File: config.mk
export PLATFORM = sky130hd
export DESIGN_NAME = dense_layer_seq
export DESIGN_NICKNAME = d
export VERILOG_FILES = /design/src/rtl/dense_layer_seq.sv
export SDC_FILE = /design/constraint.sdc
export NUM_CORES = 2
export LEC_CHECK = 0
export ABC_AREA = 1
export CORE_AREA = 10 10 475 477
export DETAILED_ROUTE_END_ITERATION = 7
export DIE_AREA = 0 0 485 487
export HOLD_SLACK_MARGIN = 0.06
export SLEW_MARGIN = 20
export SYNTH_ARGS = -nofsm -noshare
export SYNTH_HDL_FRONTEND = slang
export SYNTH_SLANG_ARGS = --single-unit
File: constraint.sdc
create_clock -name clk -period 56.9 [get_ports clk]
set_input_delay 11.38 -clock clk [delete_from_list [all_inputs] [get_ports clk]]
set_output_delay 11.38 -clock clk [all_outputs]
set_load 0.05 [all_outputs]
File: src/rtl/dense_layer_seq.sv
// dense_layer_seq: time-multiplexed fully-connected layer, N_OUT MAC lanes fed one weight row per cycle.
// Build option: define DENSE_LAYER_ROUND_EN for round-half-up rescaling (default build floors).
module dense_layer_seq #(
    parameter int N_IN  = 128,
    parameter int N_OUT = 3,
    parameter int DW    = 9,
    parameter int FRAC  = 4,
    parameter int AW    = $clog2(N_IN)
) (
    input  logic                  clk,
    input  logic                  rst,
    input  logic                  start,
    input  logic                  relu_en,
    input  logic [N_IN*DW-1:0]    in_vec,
    input  logic [N_OUT*DW-1:0]   bias_vec,
    output logic                  wt_rd_en,
    output logic [AW-1:0]         wt_addr,
    input  logic [N_OUT*DW-1:0]   wt_rdata,
    output logic                  busy,
    output logic                  done,
    output logic [N_OUT*DW-1:0]   out_vec
);

    localparam int ACC_W = 2*DW + AW + 1;
    localparam int PW    = 2*DW;
    localparam int SW    = ACC_W + 1;

    localparam logic [AW-1:0]        LAST_ADDR = AW'(N_IN - 32'sd1);
    localparam logic signed [DW-1:0] D_MAX     = {1'b0, {(DW-1){1'b1}}};
    localparam logic signed [DW-1:0] D_MIN     = {1'b1, {(DW-1){1'b0}}};
    localparam logic signed [SW-1:0] S_MAX     = SW'(D_MAX);
    localparam logic signed [SW-1:0] S_MIN     = SW'(D_MIN);
`ifdef DENSE_LAYER_ROUND_EN
    localparam logic signed [SW-1:0] HALF_LSB  = {{(SW-1){1'b0}}, 1'b1} <<< (FRAC - 32'sd1);
`endif

    typedef enum logic [1:0] {
        IDLE   = 2'd0,
        RUN    = 2'd1,
        DRAIN  = 2'd2,
        FINISH = 2'd3
    } state_t;

    state_t                  state_q, state_d;
    logic [AW-1:0]           cnt_q, cnt_d;
    logic                    busy_q, busy_d;
    logic                    rd_en_q, rd_en_d;
    logic                    done_q, done_d;
    logic                    vld_q, vld_d;
    logic [AW-1:0]           row_q, row_d;
    logic                    relu_q, relu_d;
    logic signed [DW-1:0]    in_q  [N_IN];
    logic signed [DW-1:0]    in_d  [N_IN];
    logic signed [ACC_W-1:0] acc_q [N_OUT];
    logic signed [ACC_W-1:0] acc_d [N_OUT];
    logic [N_OUT*DW-1:0]     out_q, out_d;

    logic                    accept_s;
    logic signed [DW-1:0]    in_sel_s;
    logic signed [DW-1:0]    wt_s   [N_OUT];
    logic signed [PW-1:0]    prod_s [N_OUT];
    logic signed [DW-1:0]    bias_s [N_OUT];
    logic signed [SW-1:0]    sum_s  [N_OUT];
    logic signed [SW-1:0]    shr_s  [N_OUT];
    logic signed [DW-1:0]    sat_s  [N_OUT];
    logic signed [DW-1:0]    res_s  [N_OUT];

    assign accept_s = start && (state_q == IDLE);

    // FSM state register.
    always_ff @(posedge clk) begin
        if (rst) begin
            state_q <= IDLE;
        end else begin
            state_q <= state_d;
        end
    end

    // FSM next-state logic.
    always_comb begin
        state_d = state_q;
        case (state_q)
            IDLE: begin
                if (start) begin
                    state_d = RUN;
                end else begin
                    state_d = IDLE;
                end
            end
            RUN: begin
                if (cnt_q == LAST_ADDR) begin
                    state_d = DRAIN;
                end else begin
                    state_d = RUN;
                end
            end
            DRAIN:   state_d = FINISH;
            FINISH:  state_d = IDLE;
            default: state_d = IDLE;
        endcase
    end

    // FSM outputs, registered so busy/rd_en line up with the state they describe.
    always_comb begin
        busy_d  = (state_d != IDLE);
        rd_en_d = (state_d == RUN);
        done_d  = (state_q == FINISH);
    end

    // Row counter doubles as the weight address; it returns to zero after the last row.
    always_comb begin
        cnt_d = cnt_q;
        if (accept_s) begin
            cnt_d = {AW{1'b0}};
        end else if (state_q == RUN) begin
            if (cnt_q == LAST_ADDR) begin
                cnt_d = {AW{1'b0}};
            end else begin
                cnt_d = cnt_q + AW'(1'b1);
            end
        end else begin
            cnt_d = cnt_q;
        end
        // Read data arrives one cycle after the address, so track it one cycle behind.
        vld_d = rd_en_q;
        row_d = cnt_q;
    end

    // Operand capture: inputs and ReLU mode are frozen for the whole computation.
    always_comb begin
        relu_d = relu_q;
        for (int j = 0; j < N_IN; j++) begin
            in_d[j] = in_q[j];
        end
        if (accept_s) begin
            relu_d = relu_en;
            for (int j = 0; j < N_IN; j++) begin
                in_d[j] = in_vec[j*DW +: DW];
            end
        end else begin
            relu_d = relu_q;
        end
    end

    // MAC lanes: one row of weights times the matching input element per cycle.
    always_comb begin
        in_sel_s = in_q[row_q];
        for (int i = 0; i < N_OUT; i++) begin
            wt_s[i]   = wt_rdata[i*DW +: DW];
            prod_s[i] = PW'(in_sel_s) * PW'(wt_s[i]);
            if (accept_s) begin
                acc_d[i] = {ACC_W{1'b0}};
            end else if (vld_q) begin
                acc_d[i] = acc_q[i] + ACC_W'(prod_s[i]);
            end else begin
                acc_d[i] = acc_q[i];
            end
        end
    end

    // Bias add, rescale, saturate and optional ReLU; result captured only in FINISH.
    always_comb begin
        out_d = out_q;
        for (int i = 0; i < N_OUT; i++) begin
            bias_s[i] = bias_vec[i*DW +: DW];
            sum_s[i]  = SW'(acc_q[i]) + (SW'(bias_s[i]) <<< FRAC);
`ifdef DENSE_LAYER_ROUND_EN
            sum_s[i]  = sum_s[i] + HALF_LSB;
`endif
            shr_s[i]  = sum_s[i] >>> FRAC;
            if (shr_s[i] > S_MAX) begin
                sat_s[i] = D_MAX;
            end else if (shr_s[i] < S_MIN) begin
                sat_s[i] = D_MIN;
            end else begin
                sat_s[i] = shr_s[i][DW-1:0];
            end
            if (relu_q && sat_s[i][DW-1]) begin
                res_s[i] = {DW{1'b0}};
            end else begin
                res_s[i] = sat_s[i];
            end
        end
        if (state_q == FINISH) begin
            for (int i = 0; i < N_OUT; i++) begin
                out_d[i*DW +: DW] = res_s[i];
            end
        end else begin
            out_d = out_q;
        end
    end

    // Datapath and output registers.
    always_ff @(posedge clk) begin
        if (rst) begin
            cnt_q   <= {AW{1'b0}};
            busy_q  <= 1'b0;
            rd_en_q <= 1'b0;
            done_q  <= 1'b0;
            vld_q   <= 1'b0;
            row_q   <= {AW{1'b0}};
            relu_q  <= 1'b0;
            out_q   <= {(N_OUT*DW){1'b0}};
            for (int j = 0; j < N_IN; j++) begin
                in_q[j] <= {DW{1'b0}};
            end
            for (int i = 0; i < N_OUT; i++) begin
                acc_q[i] <= {ACC_W{1'b0}};
            end
        end else begin
            cnt_q   <= cnt_d;
            busy_q  <= busy_d;
            rd_en_q <= rd_en_d;
            done_q  <= done_d;
            vld_q   <= vld_d;
            row_q   <= row_d;
            relu_q  <= relu_d;
            out_q   <= out_d;
            for (int j = 0; j < N_IN; j++) begin
                in_q[j] <= in_d[j];
            end
            for (int i = 0; i < N_OUT; i++) begin
                acc_q[i] <= acc_d[i];
            end
        end
    end

    assign wt_rd_en = rd_en_q;
    assign wt_addr  = cnt_q;
    assign busy     = busy_q;
    assign done     = done_q;
    assign out_vec  = out_q;

endmodule
# --- Word level (Yosys, flattened, before mapping) ---
# Memory sizes are Yosys's and may differ from the RTL's. A register that Yosys moved wholly into a read port is not among the register bits.
# Cells that the tools add are included.
word_totals:
  regBits: 41
  ram_bits: 1230
  output_inout_bits: 37
  elab_cells: 326
  memories: 2
classes:
  addsub: 7
  mul: 3
  magnitude_cmp: 6
  n_eq_ne: 6
  n_mux: 155
  n_bitwise: 131
  n_reduce_logical: 8
mem_list:
  columns: ["memory", "depth", "word_bits", "rd", "rd_ports_with_merged_regs", "write_ports", "line", "source"]
  rows:
  - ["in_q", 128, 9, 1, 1, 128, "52", "logic signed [DW-1:0] in_q [N_IN];"]
  - ["acc_q", 3, 26, 3, 0, 3, "54", "logic signed [ACC_W-1:0] acc_q [N_OUT];"]
op_table:
  columns: ["op", "count"]
  rows:
  - ["9-bit 2-to-1 mux", 137]
  - ["1152-bit 2-to-1 mux", 1]
  - ["26-bit 2-to-1 mux", 9]
  - ["1-bit OR", 131]
  - ["26-bit by 13-bit adder with 27-bit output", 3]
  - ["26-bit by 18-bit adder with 26-bit output", 3]
  - ["23-bit by 9-bit greater-than comparator with 1-bit output, second input constant", 3]
  - ["23-bit by 9-bit less-than comparator with 1-bit output, second input constant", 3]
  - ["9-bit by 9-bit multiplier with 18-bit output", 3]
  - ["7-bit 2-to-1 mux", 2]
  - ["2-bit one-hot mux with 4 select lines", 1]
  - ["7-bit by 1-bit adder with 7-bit output, second input constant", 1]
  - ["7-bit == test, second input constant", 1]
  - ["2-bit by 1-bit == test with 1-bit output, second input constant", 2]
  - ["2-bit == test, second input constant", 2]
  - ["1-bit logical AND", 4]
  - ["1-bit 2-to-1 mux", 4]
  - ["2-bit logical NOT", 1]
  - ["2-bit 2-to-1 mux", 1]
  - ["2-bit AND reduction", 1]
  - ["2-bit nonzero test", 1]
  - ["2-bit OR reduction", 1]
  - ["1-bit inequality test, second input constant", 1]

# --- Longest topological paths before layout ---
# An unclocked memory read counts as a cell.
logic_depth:
  word_depth: 7
  depth_mapped: 39
  depth_no_buf: 36

# --- Worst setup path before layout ---
# No wires, ideal clock.
synth_path:
  path_kind: "input to register"
  start: "in start"
  end: "mem in_q[0][0], enable pin"
  setup_ps: 1960
  arrival_ps: 43054
  t_required_ps: 54940
  slack_ps: 11886
  path_stages: 6
  cell_sequence: "nand3_1 -> inv_1 -> nor2_1 -> inv_1 -> clkbuf_1 -> buf_1"
synth_lines:
  columns: ["element", "line", "source"]
  rows:
  - ["start, declared", "12", "input logic start,"]
  - ["end, declared", "52", null]

==> results.ini <==
[die]
core_mm2=0.2161
io_pins=1247
initial_core_util=0.3620
rows=171
die_h_um=487
die_w_um=485
die_area_mm2=0.2362

[critical_path]
critPathMaxFanout=7
r2r-end=acc_q[0][44]
end_kind=flip-flop
r2r_slack_ns=46.20
reg2regPathDepth=32
worst_setup_path_start_kind=primary input
path_class=primary input to flip-flop
cp.required_ns=57.64
cp.arrival_ns=17.42

[routing]
vias_per_cell=5.022
wl_mm=333.6
ant_nets=0
drc_errors=0
routedWlPerCell_um=25.15
firstDrtPassIters=7
vias=66630
drt_iter0_markers=6327

[final_layout]
fillers=21190
drive_above_1_share=0.03479
stdcell_area_mm2=0.09789
final_util=0.4530
nNetsFinal=12020
finalNonFillerCells=13270
area_growth_pct=25.14

[sta]
final.setup_skew_ns=0.05723
setup_viol=0
finalHoldViolations=0
worst_slew_pin_slew_ns=1.107
drv_slew=0
period_minus_slack_ns=16.68
final.setup.tns_ns=0
slew_headroom=0.2623
hold_ws_ns=0.4486
setup_ws_ns=40.22
rsz0062_at_grt=no
fin_crit_sh=0.2932
fmax_mhz=59.95

[synthesis]
syn_avg_cell_area_um2=8.514
synth-seq-cells=1278
synth_edf_count=1152
synth_ff_type=edfxtp_1
ys_warn_count=0
syn_inst=9188
synthArstFlopShare=0
synthesis.area_mm2=0.07823
synth.distinct_cells=46
yosysSeqAreaShare=0.4744
syn-num-nets=10970

[power_and_ir_drop]
total_power_mw=3.451
worst_ir_drop_vdd_v=0.00003306
power.leakage_nw=45.77
p_per_area_mw_per_mm2=35.26

[placement]
io_buffers=1246
place_inst=12940
placed_area_mm2=0.09289
place_congestion=0.9267
hpwl_mm=261.8
dp_slack_ns=39.45

[min_path]
whs_path_depth=2
holdPathEnd=vld_q
holdCritStartpoint=wt_rd_en
min_path_type=flip-flop to flip-flop

[job]
drv_cap=0

[cts]
cts_tree=done
cts_post_setup_buffers_inserted=0
cts_buffer_depth=3
htreeDepth=4
root_buffer=clkbuf_16
cts_buffers=149
cts_resized=0
cts_hold_buf=0
cts.sinks=1278
path_clk_slew_ns=0.06
clk_latency_ns=0.85

[grt]
grt_first_pass_wirelength_mm=469.3
grt_max_degree=162
antenna_found_initial=141
grtUsageTotal=0.2726
grt_pass1_vias=65810
gr-total-overflow=0

[status]
outcome=complete, no violations

## critical path, cell delays in order
cell and delay, ns:
clkdlybuf4s50_1 0.54, inv_1 0.20, nor2_4 0.07, fa_1 0.69, inv_1 0.13, fa_1 0.60, fa_1 0.71, inv_1 0.20
fa_1 0.53, inv_1 0.06, fa_1 0.48, inv_1 0.04, ha_1 0.34, nand2_1 0.11, nor4_1 0.36, nand4_1 0.17
nand3_1 0.19, a21oi_1 0.10, or2_2 0.27, nand3_1 0.07, o211ai_1 0.09, inv_1 0.08
## synth_stat cells (all sizes together), types with 30 or more instances
master	count	area (µm²)
nand4	38	237.7
inv	2034	7645
o211ai	37	277.8
dfxtp	126	2522
o221ai	73	639.4
ha	262	3278
o22ai	288	1802
buf	163	1127
fa	309	6186
a21oi	166	830.8
nand3	209	1066
o21ai	805	4033
nand2	837	3172
clkbuf	268	1006
xnor2	30	262.8
nor2	2256	8561
edfxtp	1152	34590
xor2	51	446.7
## area by class of cell
type / count / area (µm²) / share of cell area
diodes: 65 / 162.7 / 0.001662
multi-input cells: 5435 / 31340 / 0.3201
well taps: 2854 / 3571 / 0.03648
repair buffers: 1326 / 13160 / 0.1344
flip-flops and latches: 1278 / 37140 / 0.3794
clock buffers: 179 / 3872 / 0.03956
clock inverters: 86 / 927.1 / 0.009471
inverters: 2044 / 7726 / 0.07892
## power breakdown
part | leakage, nW | internal (mW) | switching, mW
registers | 13.4 | 1.11 | 0.0246
logic | 30.1 | 0.510 | 0.845
clock network | 2.32 | 0.534 | 0.429
## registers in the layout, indices dropped and copies added, names as in the netlist, named ones only
signal	cells
in_q	1152
acc_q	78
out_vec	27
wt_addr	7
state_q	2
busy	1
done	1
relu_q	1
vld_q	1
wt_rd_en	1
## worst max path at each step
stage / from / end / slack [ns] / cells after the start
global route: wt_rdata[18] / acc_q[0][76] / 39.88 / 22
finish: wt_rdata[18] / acc_q[0][76] / 40.22 / 22
global placement: wt_rdata[18] / acc_q[0][76] / 39.53 / 22
detailed placement: wt_rdata[18] / acc_q[0][76] / 39.45 / 22
floorplan: start / in_q[0][0] / 11.89 / 6
CTS: wt_rdata[18] / acc_q[0][76] / 40.29 / 22
## cell families (layout without fill, tap and decap cells)
family	Yosys count	in the layout	share of synthesized area
buf+inv	2475	3635	0.1255
other cells	0	65	0
xor+xnor	81	81	0.009069
simple gates	3386	3386	0.1704
fa+ha+maj	571	571	0.1210
compound gates	1397	1397	0.09963
flops	1278	1278	0.4744
## metal layers
metal | track usage | up-vias | wire length, µm
li1 | - | 31110 | -
met1 | 0.3355 | 32300 | 130700
met2 | 0.4599 | 2632 | 163800
met3 | 0.06607 | 529 | 26830
met4 | 0.1089 | 58 | 11920
met5 | 0 | - | 372
## cell usage in the layout (no fill, tap or decap), drive strengths merged, types with 81 or more instances in the layout
master and n:
ha 262, o21ai 805, clkdlybuf4s50 1245, inv 2043, buf 81, nor2 2256
clkbuf 179, dfxtp 126, a21oi 166, edfxtp 1152, o22ai 288, nand2 837
nand3 209, fa 309
No activity file was read; power rests on OpenSTA's default activity.
